$ cat config.mk
export PLATFORM = sky130hd
export DESIGN_NAME = multi_freq_counter
export DESIGN_NICKNAME = d
export VERILOG_FILES = /design/src/rtl/multi_freq_counter.sv
export SDC_FILE = /design/constraint.sdc
export NUM_CORES = 1
export LEC_CHECK = 0
export CORE_MARGIN = 2
export CORE_UTILIZATION = 25
export DETAILED_ROUTE_END_ITERATION = 8
export PLACE_DENSITY = 0.49
export SYNTH_ARGS = -nofsm -noshare
export SYNTH_HDL_FRONTEND = slang
export SYNTH_SLANG_ARGS = --single-unit
$ cat constraint.sdc
create_clock -name i_RefClk_p -period 6.7 [get_ports i_RefClk_p]
set_input_delay 0.67 -clock i_RefClk_p [delete_from_list [all_inputs] [get_ports i_RefClk_p]]
set_output_delay 0.67 -clock i_RefClk_p [all_outputs]
set_load 0.005 [all_outputs]
$ cat src/rtl/multi_freq_counter.sv
// Multi-channel frequency/event counter: synchronises NUM_CH async inputs, counts rising
// edges over a programmable gate window and snapshots them. Min/max tracking: MULTI_FREQ_COUNTER_MINMAX_EN.
module multi_freq_counter #(
    parameter int NUM_CH = 4,
    parameter int CNT_W  = 32,
    parameter int GATE_W = 32,
    parameter int NBSYNC = 3
) (
    input  logic                       i_RefClk_p,
    input  logic                       i_Rst_n_p,
    input  logic [NUM_CH-1:0]          iv_Signal_p,
    input  logic [GATE_W-1:0]          iv_GatePeriod_p,
    input  logic                       i_Clear_p,
    output logic                       o_Update_p,
    output logic                       o_Update_Toggle_p,
    output logic                       o_Valid_p,
    output logic [NUM_CH*CNT_W-1:0]    ov_Count_p,
    output logic [NUM_CH-1:0]          ov_Ovf_p,
    output logic [NUM_CH-1:0]          ov_Dead_p,
    output logic [NUM_CH*CNT_W-1:0]    ov_Min_p,
    output logic [NUM_CH*CNT_W-1:0]    ov_Max_p
);

    localparam logic [GATE_W-1:0] MIN_PERIOD = GATE_W'(2);

    logic [NUM_CH-1:0] sync_q [NBSYNC];
    logic [NUM_CH-1:0] prev_q;
    logic [NUM_CH-1:0] rise;

    logic [GATE_W-1:0] gate_q;
    logic [GATE_W-1:0] period_q;
    logic              terminal;
    logic              take_snap;

    logic [CNT_W-1:0]  cnt_q [NUM_CH];
    logic [NUM_CH-1:0] sat_q;
    logic [CNT_W-1:0]  next_cnt [NUM_CH];
    logic [NUM_CH-1:0] full;
    logic [NUM_CH-1:0] snap_ovf;

    always_ff @(posedge i_RefClk_p) begin
        if (!i_Rst_n_p) begin
            for (int i = 0; i < NBSYNC; i++) sync_q[i] <= '0;
            prev_q <= '0;
        end else begin
            sync_q[0] <= iv_Signal_p;
            for (int i = 1; i < NBSYNC; i++) sync_q[i] <= sync_q[i-1];
            prev_q <= sync_q[NBSYNC-1];
        end
    end

    assign rise = sync_q[NBSYNC-1] & ~prev_q;

    // Gate 0 never terminates (period >= 2), so a stale period_q there is harmless.
    assign terminal  = (gate_q != '0) && (gate_q == period_q - GATE_W'(1));
    assign take_snap = terminal && !i_Clear_p;

    // Period is latched on the first cycle of every window, clamped to at least 2.
    always_ff @(posedge i_RefClk_p) begin
        if (!i_Rst_n_p) begin
            gate_q   <= '0;
            period_q <= '0;
        end else if (i_Clear_p) begin
            gate_q <= '0;
        end else begin
            if (gate_q == '0)
                period_q <= (iv_GatePeriod_p < MIN_PERIOD) ? MIN_PERIOD : iv_GatePeriod_p;
            if (terminal)
                gate_q <= '0;
            else
                gate_q <= gate_q + GATE_W'(1);
        end
    end

    // Saturating next count; an edge on the terminal cycle still belongs to the closing window.
    always_comb begin
        full     = '0;
        snap_ovf = '0;
        for (int k = 0; k < NUM_CH; k++) begin
            next_cnt[k] = cnt_q[k];
            full[k]     = &cnt_q[k];
            if (!full[k])
                next_cnt[k] = cnt_q[k] + CNT_W'(rise[k]);
            snap_ovf[k] = sat_q[k] | (full[k] & rise[k]);
        end
    end

    always_ff @(posedge i_RefClk_p) begin
        if (!i_Rst_n_p || i_Clear_p || terminal) begin
            for (int k = 0; k < NUM_CH; k++) cnt_q[k] <= '0;
            sat_q <= '0;
        end else begin
            for (int k = 0; k < NUM_CH; k++) cnt_q[k] <= next_cnt[k];
            sat_q <= snap_ovf;
        end
    end

    always_ff @(posedge i_RefClk_p) begin
        if (!i_Rst_n_p) begin
            o_Update_p        <= 1'b0;
            o_Update_Toggle_p <= 1'b0;
            o_Valid_p         <= 1'b0;
            ov_Count_p        <= '0;
            ov_Ovf_p          <= '0;
            ov_Dead_p         <= '0;
        end else begin
            o_Update_p <= take_snap;
            if (take_snap) begin
                o_Update_Toggle_p <= ~o_Update_Toggle_p;
                o_Valid_p         <= 1'b1;
                ov_Ovf_p          <= snap_ovf;
                for (int k = 0; k < NUM_CH; k++) begin
                    ov_Count_p[k*CNT_W +: CNT_W] <= next_cnt[k];
                    ov_Dead_p[k]                 <= (next_cnt[k] == '0);
                end
            end
        end
    end

`ifdef MULTI_FREQ_COUNTER_MINMAX_EN
    logic [CNT_W-1:0]         min_q [NUM_CH];
    logic [CNT_W-1:0]         max_q [NUM_CH];
    logic [CNT_W-1:0]         new_min [NUM_CH];
    logic [CNT_W-1:0]         new_max [NUM_CH];
    logic [NUM_CH*CNT_W-1:0]  min_out_q;
    logic [NUM_CH*CNT_W-1:0]  max_out_q;

    always_comb begin
        for (int k = 0; k < NUM_CH; k++) begin
            new_min[k] = (next_cnt[k] < min_q[k]) ? next_cnt[k] : min_q[k];
            new_max[k] = (next_cnt[k] > max_q[k]) ? next_cnt[k] : max_q[k];
        end
    end

    // Tracking state restarts on clear, but the reported values hold until the next snapshot.
    always_ff @(posedge i_RefClk_p) begin
        if (!i_Rst_n_p) begin
            for (int k = 0; k < NUM_CH; k++) begin
                min_q[k] <= '1;
                max_q[k] <= '0;
            end
            min_out_q <= '0;
            max_out_q <= '0;
        end else if (i_Clear_p) begin
            for (int k = 0; k < NUM_CH; k++) begin
                min_q[k] <= '1;
                max_q[k] <= '0;
            end
        end else if (terminal) begin
            for (int k = 0; k < NUM_CH; k++) begin
                min_q[k]                    <= new_min[k];
                max_q[k]                    <= new_max[k];
                min_out_q[k*CNT_W +: CNT_W] <= new_min[k];
                max_out_q[k*CNT_W +: CNT_W] <= new_max[k];
            end
        end
    end

    assign ov_Min_p = min_out_q;
    assign ov_Max_p = max_out_q;
`else
    assign ov_Min_p = '0;
    assign ov_Max_p = '0;
`endif

endmodule

# After elaboration in Yosys (flattened, before gate mapping)
# Memory sizes are Yosys's and may differ from the RTL's.
# Index checks and enable logic that the tools add are counted.
# totals
reg_bits,211
ramBits,140
input_bits,39
word_cells,75
mem_count,2
# mem_list
memory,words,word_bits,read_ports,rd_ports_with_merged_regs,write_ports,line_no,rtl
cnt_q,4,32,4,0,4,35,logic [CNT_W-1:0] cnt_q [NUM_CH];
sync_q,3,4,3,0,3,26,logic [NUM_CH-1:0] sync_q [NBSYNC];
# op_classes
add_sub_neg,6
n_lt_le_gt_ge,1
n_eq_ne,1
n_mux,17
bitwise_logic,20
reduce_logical,18
# ops
operator,n
32-bit two-way mux,9
32-bit zero test,5
32-bit by 1-bit adder with 32-bit output,4
32-bit AND reduction,4
32-bit by 1-bit adder with 32-bit output (second input constant),1
32-bit equality test,1
32-bit by 2-bit < comparator with 1-bit output (second input constant),1
32-bit nonzero test,1
32-bit by 1-bit subtractor with 32-bit output (second input constant),1
4-bit two-way mux,3
1-bit bitwise OR,11
1-bit two-way mux,5
1-bit AND,4
4-bit AND,1
4-bit NOT,1
1-bit NOT,3
3-bit OR reduction,1
1-bit logical AND,2
1-bit zero test,2
1-bit logical OR,2
2-bit AND reduction,1

# Depth between registers and ports, before layout
# depth
depth_word,7
ltp_mapped,16
depth_no_buf,12

# Worst setup path before layout
# No wires, ideal clock.
# synth_timing
path_type,register -> register
from,reg period_q[0]
to,reg ov_Dead_p[0]
setup_time_ns,0.116
arrival_time_ns,3.170
required_time_ns,6.584
setup_slack_ns,3.414
path_stages_with_launch,15
synth_period_minus_slack_ns,3.286
path_cell_list,dfxtp_1 > clkbuf_1 > inv_1 > ha_1 > nor3b_1 > buf_2 > nand4_2 > or4b_1 > a22oi_2 > nand3_1 > nor4_2 > nand3b_2 > buf_2 > buf_6 > a31o_1
# synth_via
elab_chain_len,4
# synth_lines
element,line_no,rtl
"start, declared",31,logic [GATE_W-1:0] period_q;
"start signal, assigned",67,period_q <= (iv_GatePeriod_p < MIN_PERIOD) ? MIN_PERIOD : iv_GatePeriod_p;
32-bit by 1-bit subtractor with 32-bit output,55,assign terminal = (gate_q != '0) && (gate_q == period_q - GATE_W'(1));
32-bit equality test,55,
1-bit logical AND,55,
1-bit logical AND,56,assign take_snap = terminal && !i_Clear_p;
"end signal, assigned by index",114,ov_Dead_p[k] <= (next_cnt[k] == '0);
"end, declared",19,"output logic [NUM_CH-1:0] ov_Dead_p,"
# Every way passes these cells.
# A chain may end at the register's enable or synchronous reset.

# Final worst setup path
# layout_timing
from,reg period_q[0]
to,reg ov_Count_p[96]
# layout_via
elab_chain_len,4
# layout_lines
element,line_no,rtl
32-bit by 1-bit subtractor with 32-bit output,55,
32-bit equality test,55,
1-bit logical AND,55,
1-bit logical AND,56,
"end signal, assigned by index",113,ov_Count_p[k*CNT_W +: CNT_W] <= next_cnt[k];
"end, declared",17,"output logic [NUM_CH*CNT_W-1:0] ov_Count_p,"
# Every way passes these cells.

==> impl_metrics.json <==
{
  "cap_violations": 0,
  "clkLatencyLatePin_ns": 0.57,
  "status": "finished, final reports clean",
  "yosys_most_used_dff": "dfxtp_1",
  "setup_viol": 0,
  "path_clk_slew_ns": 0.06,
  "first_pass_iters": 5,
  "area_growth_pct": 17.1,
  "core.rowCount": 100,
  "design_area_sq_mm": 0.0218,
  "cp_slowest_cell": "and3b_4",
  "slew_headroom_pct": 27.0,
  "drt-initial-drc-count": 749,
  "ir_drop_v": 0.000166,
  "cts_resized": 0,
  "fin_crit_ns": 4.60,
  "track_usage_pct": 13.1,
  "htreeDepth": 2,
  "max_freq_ghz": 0.217,
  "crit_chain": "inv_1, ha_1, nor3b_1, buf_4, nand4_2, nor3_1, and4b_1, o31ai_1, a211oi_1, and3b_4, buf_4, o21ai_0, a21oi_1",
  "cts_tree": "built",
  "slew_viol_final": 0,
  "drcViolationCount": 0,
  "crit_arrival_ns": 5.10,
  "layout-drive-gt1-share_pct": 4.97,
  "p_total_mw": 4.95,
  "die_area_sq_mm": 0.0766,
  "crit_type": "reg2reg",
  "port-buffer-count": 177,
  "start_util_pct": 25.1,
  "final.setup.tns_ns": 0,
  "crit_top_cell": "buf_4",
  "start_kind": "flop",
  "synth_area_leaders": "dfxtp_1, buf_4, nand2_1",
  "period_share_pct": 68.7,
  "coreArea_sq_mm": 0.0741,
  "ys_seq_area_share_pct": 37.8,
  "clock_sinks": 351,
  "die_w_microns": 277,
  "synth_top_area_share_pct": 37.8,
  "hold_slack_ns": 0.424,
  "synth_top_area_cell": "dfxtp_1",
  "dp_hpwl_microns": 37600,
  "async_flop_share_pct": 0,
  "path_max_fanout": 53,
  "io_pins": 434,
  "vias_per_cell": 4.36,
  "cts_setup_buffers": 0,
  "yosys_warnings": 0,
  "timing.rr.start": "period_q[0]",
  "grt_pass1_wl_microns": 80900,
  "synth-edff-count": 0,
  "critPathMaxStageDelay_ns": 0.86,
  "rsz0062_at_grt": "false",
  "placed_area_sq_mm": 0.0202,
  "finalWeightedCongestion": 0.861,
  "fin_nets": 2452,
  "cts_made_buffers": 44,
  "critPathRequiredTime_ns": 7.19,
  "grt_pass1_vias": 13999,
  "end_kind": "flop",
  "p_leak_nw": 8.05,
  "syn_area_sq_mm": 0.0186,
  "antenna_found_initial": 1,
  "wl_per_cell_microns": 15.2,
  "fin_util_pct": 29.4,
  "synth_cell_types": 77,
  "hold_violations": 0,
  "yosysMostFrequentCell": "dfxtp_1",
  "ys_ff_latch": 351,
  "synth.top_cells.by_count": "dfxtp_1, nand2_1, buf_4, nor2_1, a21oi_1",
  "worst_slew_pin_slew_ns": 1.09,
  "grt_max_degree": 105,
  "final_antenna_net_count": 0,
  "ctsLongestPathBuffers": 3,
  "die_h_microns": 277,
  "synthCells": 2281,
  "wl_microns": 51900,
  "skew_ns": 0.0246,
  "overflow": 0,
  "hold_path_class": "reg2reg",
  "crit_start": "period_q[0]",
  "ctsHoldBuffers": 0,
  "min-delay-start": "sync_q[0][5]",
  "cts_root_buffer": "clkbuf_16",
  "cellPowerDensity_mw_per_mm2": 227,
  "routed-via-count": 14840,
  "syn_area_per_cell_sq_um": 8.16
}
## registers in the layout, summed over array words and instances (netlist names)
signal             count
period_q              32
ov_Dead_p              4
o_Valid_p              1
o_Update_p             1
ov_Ovf_p               4
sat_q                  4
prev_q                 4
sync_q                12
gate_q                32
o_Update_Toggle_p      1
ov_Count_p           128
cnt_q                128
## worst paths after layout
path                                        to  slack, ns  cells past startpoint
worst min-delay path              sync_q[0][9]       0.42                      1
worst max register to register  ov_Count_p[96]       2.10                     13
worst min register to register    sync_q[0][9]       0.42                      1
worst max-delay path            ov_Count_p[96]       2.10                     13
## worst max-delay path: cells and delay by family, from the launching register on
family / cells / cell delay (ns)
AND/OR/NAND/NOR: 5 / 2.13
flip-flops: 1 / 0.40
adder cells (fa/ha/maj): 1 / 0.26
AO/OA/AOI/OAI: 4 / 0.89
buffers and inverters: 3 / 0.82
## layout make-up
cell class | count | area (sq um)
antenna | 1 | 2.50
tap | 969 | 1210
inverter | 24 | 95.1
clock inverter | 19 | 254
multi-input combinational | 1791 | 10000
fill | 8091 | 52300
sequential | 351 | 7030
timing repair buffer | 190 | 1880
clock buffer | 60 | 1290
## logic make-up (layout without fill, tap and decap cells)
family	count (synthesis)	in the layout	share of synthesized area, %
AO/OA/AOI/OAI	251	251	8.15
flip-flops	351	351	37.8
other	1	257	0.0202
AND/OR/NAND/NOR	1053	1053	29.0
buffers and inverters	394	293	13.7
adder cells (fa/ha/maj)	11	11	0.740
XOR/XNOR	178	178	8.38
multiplexers	42	42	2.31
## per-layer routing
layer / up-vias / GRT usage [%] / wire length, microns
met5: - / 0 / 0
met4: 0 / 3.87 / 1230
met3: 77 / 3.44 / 3220
met2: 320 / 20.2 / 22500
met1: 6953 / 17.9 / 24900
li1: 7490 / - / -
## stage by stage
step | cells | setup WS, ns
final | 3405 | 2.10
after global routing | 3404 | 1.69
after CTS | 3404 | 2.05
after detailed placement | 3325 | 2.10
after global placement | 3325 | 2.24
after floorplan | 2536 | 3.41
## report_power, final
group          switching (mW)  internal, mW  total, mW  leakage, nW
clock network           0.968          1.58       2.54        0.767
registers              0.0260          2.10       2.13         2.83
logic                   0.181        0.0991      0.280         4.45
total                    1.17          3.78       4.95         8.05
## cells in the final DEF, fill, tap and decap left out, types with 12 or more instances in the layout
| cell | Yosys | final |
|---|---|---|
| nor2b_1 | 91 | 91 |
| xnor2_1 | 91 | 91 |
| mux2i_1 | 38 | 38 |
| dfxtp_1 | 351 | 351 |
| inv_1 | 23 | 23 |
| a21oi_1 | 137 | 137 |
| and2_1 | 27 | 27 |
| o21ai_0 | 25 | 25 |
| buf_4 | 264 | 12 |
| or2_0 | 33 | 33 |
| clkbuf_16 | 0 | 45 |
| and4_1 | 24 | 24 |
| and3_1 | 48 | 48 |
| nand2_1 | 294 | 294 |
| clkdlybuf4s50_1 | 0 | 176 |
| nor3_1 | 49 | 48 |
| xor2_1 | 87 | 87 |
| nand4_1 | 56 | 56 |
| nor2_1 | 210 | 210 |
| conb_1 | 1 | 256 |
| nand3_1 | 97 | 97 |
| nor4_1 | 42 | 42 |
Note: power is estimated with default switching activity, not from simulation.
==> RTL change 1: new RTL, config.mk and constraints unchanged <==
Put one more register stage on the output `ov_Count_p`, with the module's reset. The value now appears one clock later. The other outputs are not delayed to match.
--- a/src/rtl/multi_freq_counter.sv
+++ b/src/rtl/multi_freq_counter.sv
@@ -22,6 +22,8 @@
 );
 
     localparam logic [GATE_W-1:0] MIN_PERIOD = GATE_W'(2);
+
+    logic [NUM_CH*CNT_W-1:0] ov_Count_p_s0;
 
     logic [NUM_CH-1:0] sync_q [NBSYNC];
     logic [NUM_CH-1:0] prev_q;
@@ -100,7 +102,7 @@
             o_Update_p        <= 1'b0;
             o_Update_Toggle_p <= 1'b0;
             o_Valid_p         <= 1'b0;
-            ov_Count_p        <= '0;
+            ov_Count_p_s0     <= '0;
             ov_Ovf_p          <= '0;
             ov_Dead_p         <= '0;
         end else begin
@@ -110,7 +112,7 @@
                 o_Valid_p         <= 1'b1;
                 ov_Ovf_p          <= snap_ovf;
                 for (int k = 0; k < NUM_CH; k++) begin
-                    ov_Count_p[k*CNT_W +: CNT_W] <= next_cnt[k];
+                    ov_Count_p_s0[k*CNT_W +: CNT_W] <= next_cnt[k];
                     ov_Dead_p[k]                 <= (next_cnt[k] == '0);
                 end
             end
@@ -163,5 +165,13 @@
     assign ov_Max_p = '0;
 `endif
 
+    always_ff @(posedge i_RefClk_p) begin
+        if (!i_Rst_n_p) begin
+            ov_Count_p <= '0;
+        end else begin
+            ov_Count_p <= ov_Count_p_s0;
+        end
+    end
+
 endmodule
 
Check against the original RTL: not equivalent (Yosys sat finds a counterexample within 10 cycles, from zero or initial values and one cycle with i_Rst_n_p low).
==> RTL change 1 against the original RTL <==
- design area grew 19%
- area after synthesis up 20%
- sequential share of layout area increased by 4.7 points
- critical path depth fell by 4
- total power up 27%
- setup slack worse by 350 ps
- sequential cell count rose by 128
- final cell count grew 13%
- largest power group unchanged
- wire length up 13%
==> RTL change 1: results (changes against the original RTL) <==
Outcome -> finished clean (unchanged)
Worst path arrival time -> 5400 ps (was 5100 ps)
Vias in the first global route -> 15,672 (was 13,999)
XOR/XNOR Fraction of Synth Area -> 6.72% (was 8.38%)
WL final -> 58.6 mm (was 51.9 mm)
Root Buffer -> clkbuf_16 (unchanged)
Compound-Gate Fraction of Synth Area -> 5.72% (was 8.15%)
Worst-path fanout max -> 76 (was 53)
Post-synthesis adder-cell area fraction -> 0.617% (was 0.740%)
Number of buffers on the longest clock path -> 3 (unchanged)
Post-CTS resize count -> 0 (unchanged)
# diodes -> 0 (was 1)
First-pass GRT wire length -> 90.7 mm (was 80.9 mm)
Count leader, synth -> dfxtp_1 (unchanged)
Post-synth EDFFs -> 0 (unchanged)
Largest net degree at the start of global routing -> 99 (was 105)
Largest cells by area after synthesis -> dfxtp_1, buf_4, nor2_1 (was dfxtp_1, buf_4, nand2_1)
Max layer used -> met4 (unchanged)
Fraction of synthesized area in multiplexers -> 5.86% (was 2.31%)
Delay of the slowest critical-path stage -> 940 ps (was 860 ps)
Hold_ws -> 435 ps (was 424 ps)
Later-pin clock latency in the skew report -> 620 ps (was 570 ps)
Post-CTS Setup Repair Bufs -> 0 (unchanged)
Worst reg2reg setup slack -> 1750 ps (was 2100 ps)
Initial drt markers -> 897 (was 749)
Slowest-stage cell, CP -> or4_4 (was and3b_4)
Final hold violation count -> 0 (unchanged)
Met3 WL post-DR -> 2.89 mm (was 3.22 mm)
Max_slew headroom -> 23.1% (was 27.0%)
Worst hold path class -> register to register (unchanged)
Drt first pass iters -> 5 (unchanged)
Sequential share of the synthesized area -> 43.0% (was 37.8%)
Top cells by count, synth -> dfxtp_1, nor2_1, buf_4 (was dfxtp_1, nand2_1, buf_4)
Synth cell types -> 73 (was 77)
Leak -> 9.78 nW (was 8.05 nW)
NumNets Final -> 2,686 (was 2,452)
Via Count -> 16,626 (was 14,840)
Worst VDD drop -> 0.173 mV (was 0.166 mV)
Setup TNS -> 0 ps (unchanged)
Num CTS Buffers -> 54 (was 44)
Wl on met1 -> 28.7 mm (was 24.9 mm)
Routability cong. -> 0.866 (was 0.861)
Async SR Flop Fraction -> 0% (unchanged)
Initial antenna violation count -> 2 (was 1)
Worst-path clk slew -> 60 ps (about the same)
# port buffers -> 177 (unchanged)
WL met2 -> 25.7 mm (was 22.5 mm)
Share of layout cells above drive strength 1 -> 5.57% (was 4.97%)
Setup Skew -> 29.7 ps (was 24.6 ps)
CTS H-tree lvls -> 2 (unchanged)
Top Registers -> cnt_q x128, ov_Count_p x128, ov_Count_p_s0 x128 (was cnt_q x128, ov_Count_p x128)
Post-DP HPWL -> 41.1 mm (was 37.6 mm)
Gr usage total -> 12.4% (was 13.1%)
Yosys Warn Count -> 0 (unchanged)
## RTL change 1: per-layer routing
| layer | track usage (%) | vias to the layer above |
|---|---|---|
| met3 | 2.05 | 79 |
| met4 | 3.33 | 0 |
| met1 | 17.7 | 7801 |
| met5 | 0 | - |
| met2 | 19.1 | 421 |
| li1 | - | 8325 |
## RTL change 1: critical path, delay by kind of cell, from the launching register on
family                 cells  cell delay, ps
XOR/XNOR                   1             140
buffers and inverters      1             440
flip-flops                 1             380
AND/OR/NAND/NOR            7            3810
## RTL change 1: kinds of logic (layout without fill, tap and decap cells)
kind of cell / after synthesis / count (layout)
AOI/OAI and AO/OA: 196 / 196
xor gates and xnor gates: 171 / 171
adders and majority gates: 11 / 11
buffers and inverters: 460 / 344
DFF: 479 / 479
muxes: 128 / 128
other: 1 / 256
and+or+nand+nor: 1092 / 1092
## RTL change 1: final timing paths
path,from,endpoint,cells after the start
setup / recovery,period_q[5]$_SDFFE_PN0P_,cnt_q[2][19]$_SDFF_PP0_,9
hold / removal,ov_Count_p_s0[79]$_SDFFE_PN0P_,ov_Count_p[79]$_SDFF_PN0_,2
setup reg to reg,period_q[5]$_SDFFE_PN0P_,cnt_q[2][19]$_SDFF_PP0_,9
hold reg to reg,ov_Count_p_s0[79]$_SDFFE_PN0P_,ov_Count_p[79]$_SDFF_PN0_,2
## RTL change 1: area by class of cell
class | count | area (um2)
Fill cell | 9510 | 62400
Clock buffer | 73 | 1530
Clock inverter | 24 | 337
Inverter | 57 | 219
Multi-Input combinational cell | 1854 | 10900
Tap cell | 1165 | 1460
Timing Repair Buffer | 190 | 1880
Sequential cell | 479 | 9590
## RTL change 1: power by group
part / switching, mW / internal (mW) / total (mW)
combinational: 0.195 / 0.0955 / 0.290
sequential: 0.0229 / 2.86 / 2.89
clock: 1.25 / 1.84 / 3.09
total: 1.47 / 4.80 / 6.27
## RTL change 1: per-stage QoR
stage / setup slack [ps] / instances / total power [mW] / area [um2] / util, %
global route: 1310 / 3842 / 6.56 / 25900 / 29.3
CTS: 1720 / 3842 / 6.40 / 25900 / 29.3
finish: 1750 / 3842 / 6.27 / 25900 / 29.3
global placement: 1710 / 3745 / 3.24 / 24100 / 27.2
detailed placement: 1700 / 3745 / 3.24 / 24100 / 27.2
floorplan: 2900 / 2793 / 3.26 / 23200 / -
==> RTL change 2: new RTL, same settings <==
Without the edit above. Set the parameter `GATE_W` to 28 (it was 32).
--- a/src/rtl/multi_freq_counter.sv
+++ b/src/rtl/multi_freq_counter.sv
@@ -3,7 +3,7 @@
 module multi_freq_counter #(
     parameter int NUM_CH = 4,
     parameter int CNT_W  = 32,
-    parameter int GATE_W = 32,
+    parameter int GATE_W = 28,
     parameter int NBSYNC = 3
 ) (
     input  logic                       i_RefClk_p,
Interface: changed (resized iv_GatePeriod_p); port bits go from 434 to 430. No check against the original RTL was run, so the function may have changed too.
==> RTL change 2 against the original RTL <==
- the run now ends with DRC left
- setup slack worse by 12 ps
- area after synthesis is 0.74% lower
- via count is 5.1% higher
- clock power is 6% lower
- sequential share of layout area is 0.15 points lower
- combinational power is 6% lower
- sequential cell count is 8 lower
- wire length is 8.0% higher
- sequential power is 2% lower
- total power is 4.4% lower
- design area is 1.8% lower
- critical path depth is 3 lower
- highest routed layer unchanged
==> RTL change 2: results (changes against the original RTL) <==
Syn Area/Cell -> 8.08 um2 (was 8.16 um2)
NumNets Final -> 2,409 (was 2,452)
R2r endpoint -> ov_Dead_p[1]$_SDFFE_PN0P_ (was ov_Count_p[96]$_SDFFE_PN0P_)
Vias in the first global route -> 14,867 (was 13,999)
WL per Instance -> 16.7 um (was 15.2 um)
RR Startpoint -> period_q[5]$_SDFFE_PN0P_ (was period_q[0]$_SDFFE_PN0P_)
Final Non-Filler Cells -> 3,351 (was 3,405)
Hold path start -> sync_q[0][2]$_SDFF_PN0_ (was sync_q[0][5]$_SDFF_PN0_)
Max_slew headroom -> 18.6% (was 27.0%)
First-pass GRT wire length -> 86.3 mm (was 80.9 mm)
# port buffers -> 173 (was 177)
Outcome -> complete, but fails checks (was finished clean)
Number of cells after detailed placement -> 3,277 (was 3,325)
Worst-path fanout max -> 106 (was 53)
Largest cells by area after synthesis -> dfxtp_1, buf_4, a21oi_1 (was dfxtp_1, buf_4, nand2_1)
Synth cell types -> 68 (was 77)
Count of cells along the worst register-to-register path -> 10 (was 13)
Largest net degree at the start of global routing -> 196 (was 105)
Post-DP HPWL -> 40.3 mm (was 37.6 mm)
Failing checks -> DRC
Initial drt markers -> 969 (was 749)
Hold_ws -> 431 ps (was 424 ps)
Top cells by count, synth -> dfxtp_1, buf_4, nor2_1 (was dfxtp_1, nand2_1, buf_4)
Worst VDD drop -> 0.148 mV (was 0.166 mV)
Slowest-stage cell, CP -> nor3_1 (was and3b_4)
Fill cell count -> 7,930 (was 8,091)
Placed cell areas -> 19,900 um2 (was 20,200 um2)
Vias per cell -> 4.65 (was 4.36)
Routability cong. -> 0.855 (was 0.861)
Share of layout cells above drive strength 1 -> 4.60% (was 4.97%)
Leak -> 7.50 nW (was 8.05 nW)
Worst Hold End -> sync_q[0][6]$_SDFF_PN0_ (was sync_q[0][9]$_SDFF_PN0_)
Setup Skew -> 18.2 ps (was 24.6 ps)
Worst path arrival time -> 5060 ps (was 5100 ps)
Drt first pass iters -> 9 (was 5)
Initial antenna violation count -> 0 (was 1)
Drt drc -> 56 (was 0)
Num CTS Buffers -> 43 (was 44)
## RTL change 2: cell types whose count changed after synthesis, sizes merged, moves of 31 or more
cell / unedited run / this run
or2: 43 / 9
nor2: 211 / 175
nand2: 294 / 144
o21ai: 25 / 142
clkbuf: 73 / 127
or3: 10 / 79
a21oi: 137 / 168
## RTL change 2: where the power goes
group          switching (mW)  internal [mW]  leakage (nW)
combinational           0.180         0.0834          4.03
clock                   0.905           1.49         0.703
sequential             0.0230           2.05          2.77
total                    1.11           3.63          7.50
## RTL change 2: area by class of cell
type                    count  area [um2]  area share, %
clock inverters            11         185          0.866
well taps                 959        1200           5.61
repair buffers            185        1840           8.61
multi-input cells        1774        9970           46.6
flip-flops and latches    343        6870           32.1
diodes                      1        2.50         0.0117
clock buffers              62        1260           5.89
inverters                  16        62.6          0.293
## RTL change 2: worst register-to-register path: cells and delay by family, from the launching register on
kind	cells	cell delay (ps)
AO/OA/AOI/OAI	3	880
AND/OR/NAND/NOR	5	1810
flip-flops	1	360
buffers and inverters	2	1440
## RTL change 2: worst max-delay path by stage
stage	start	endpoint	slack [ps]	cells past startpoint
after floorplan	period_q[0]$_SDFFE_PN0P_	ov_Count_p[51]$_SDFFE_PN0P_	3640	13
after global placement	period_q[4]$_SDFFE_PN0P_	ov_Dead_p[1]$_SDFFE_PN0P_	2030	10
after detailed placement	period_q[4]$_SDFFE_PN0P_	ov_Dead_p[1]$_SDFFE_PN0P_	2090	10
after CTS	period_q[5]$_SDFFE_PN0P_	ov_Dead_p[1]$_SDFFE_PN0P_	2050	10
after global routing	period_q[5]$_SDFFE_PN0P_	ov_Count_p[106]$_SDFFE_PN0P_	1510	10
final	period_q[5]$_SDFFE_PN0P_	ov_Dead_p[1]$_SDFFE_PN0P_	2090	10
## RTL change 2: cells by family (layout without fill, tap and decap cells)
group                    after synthesis  count (layout)  share of synthesized area, %
multiplexers                          14              14                         0.772
XOR/XNOR                             156             156                          7.40
AO/OA/AOI/OAI                        422             422                          13.2
other                                  1             257                        0.0203
flip-flops                           343             343                          37.2
AND/OR/NAND/NOR                      915             915                          26.5
buffers and inverters                424             274                          14.1
adder cells (fa/ha/maj)               11              11                         0.745
## RTL change 2: routing by layer
layer,share of wire [%],track usage [%],vias up
met1,47,19.3,7489
met2,47,23.4,403
met3,4.8,2.29,71
met5,0,0,-
met4,2.0,3.75,0
li1,-,-,7632
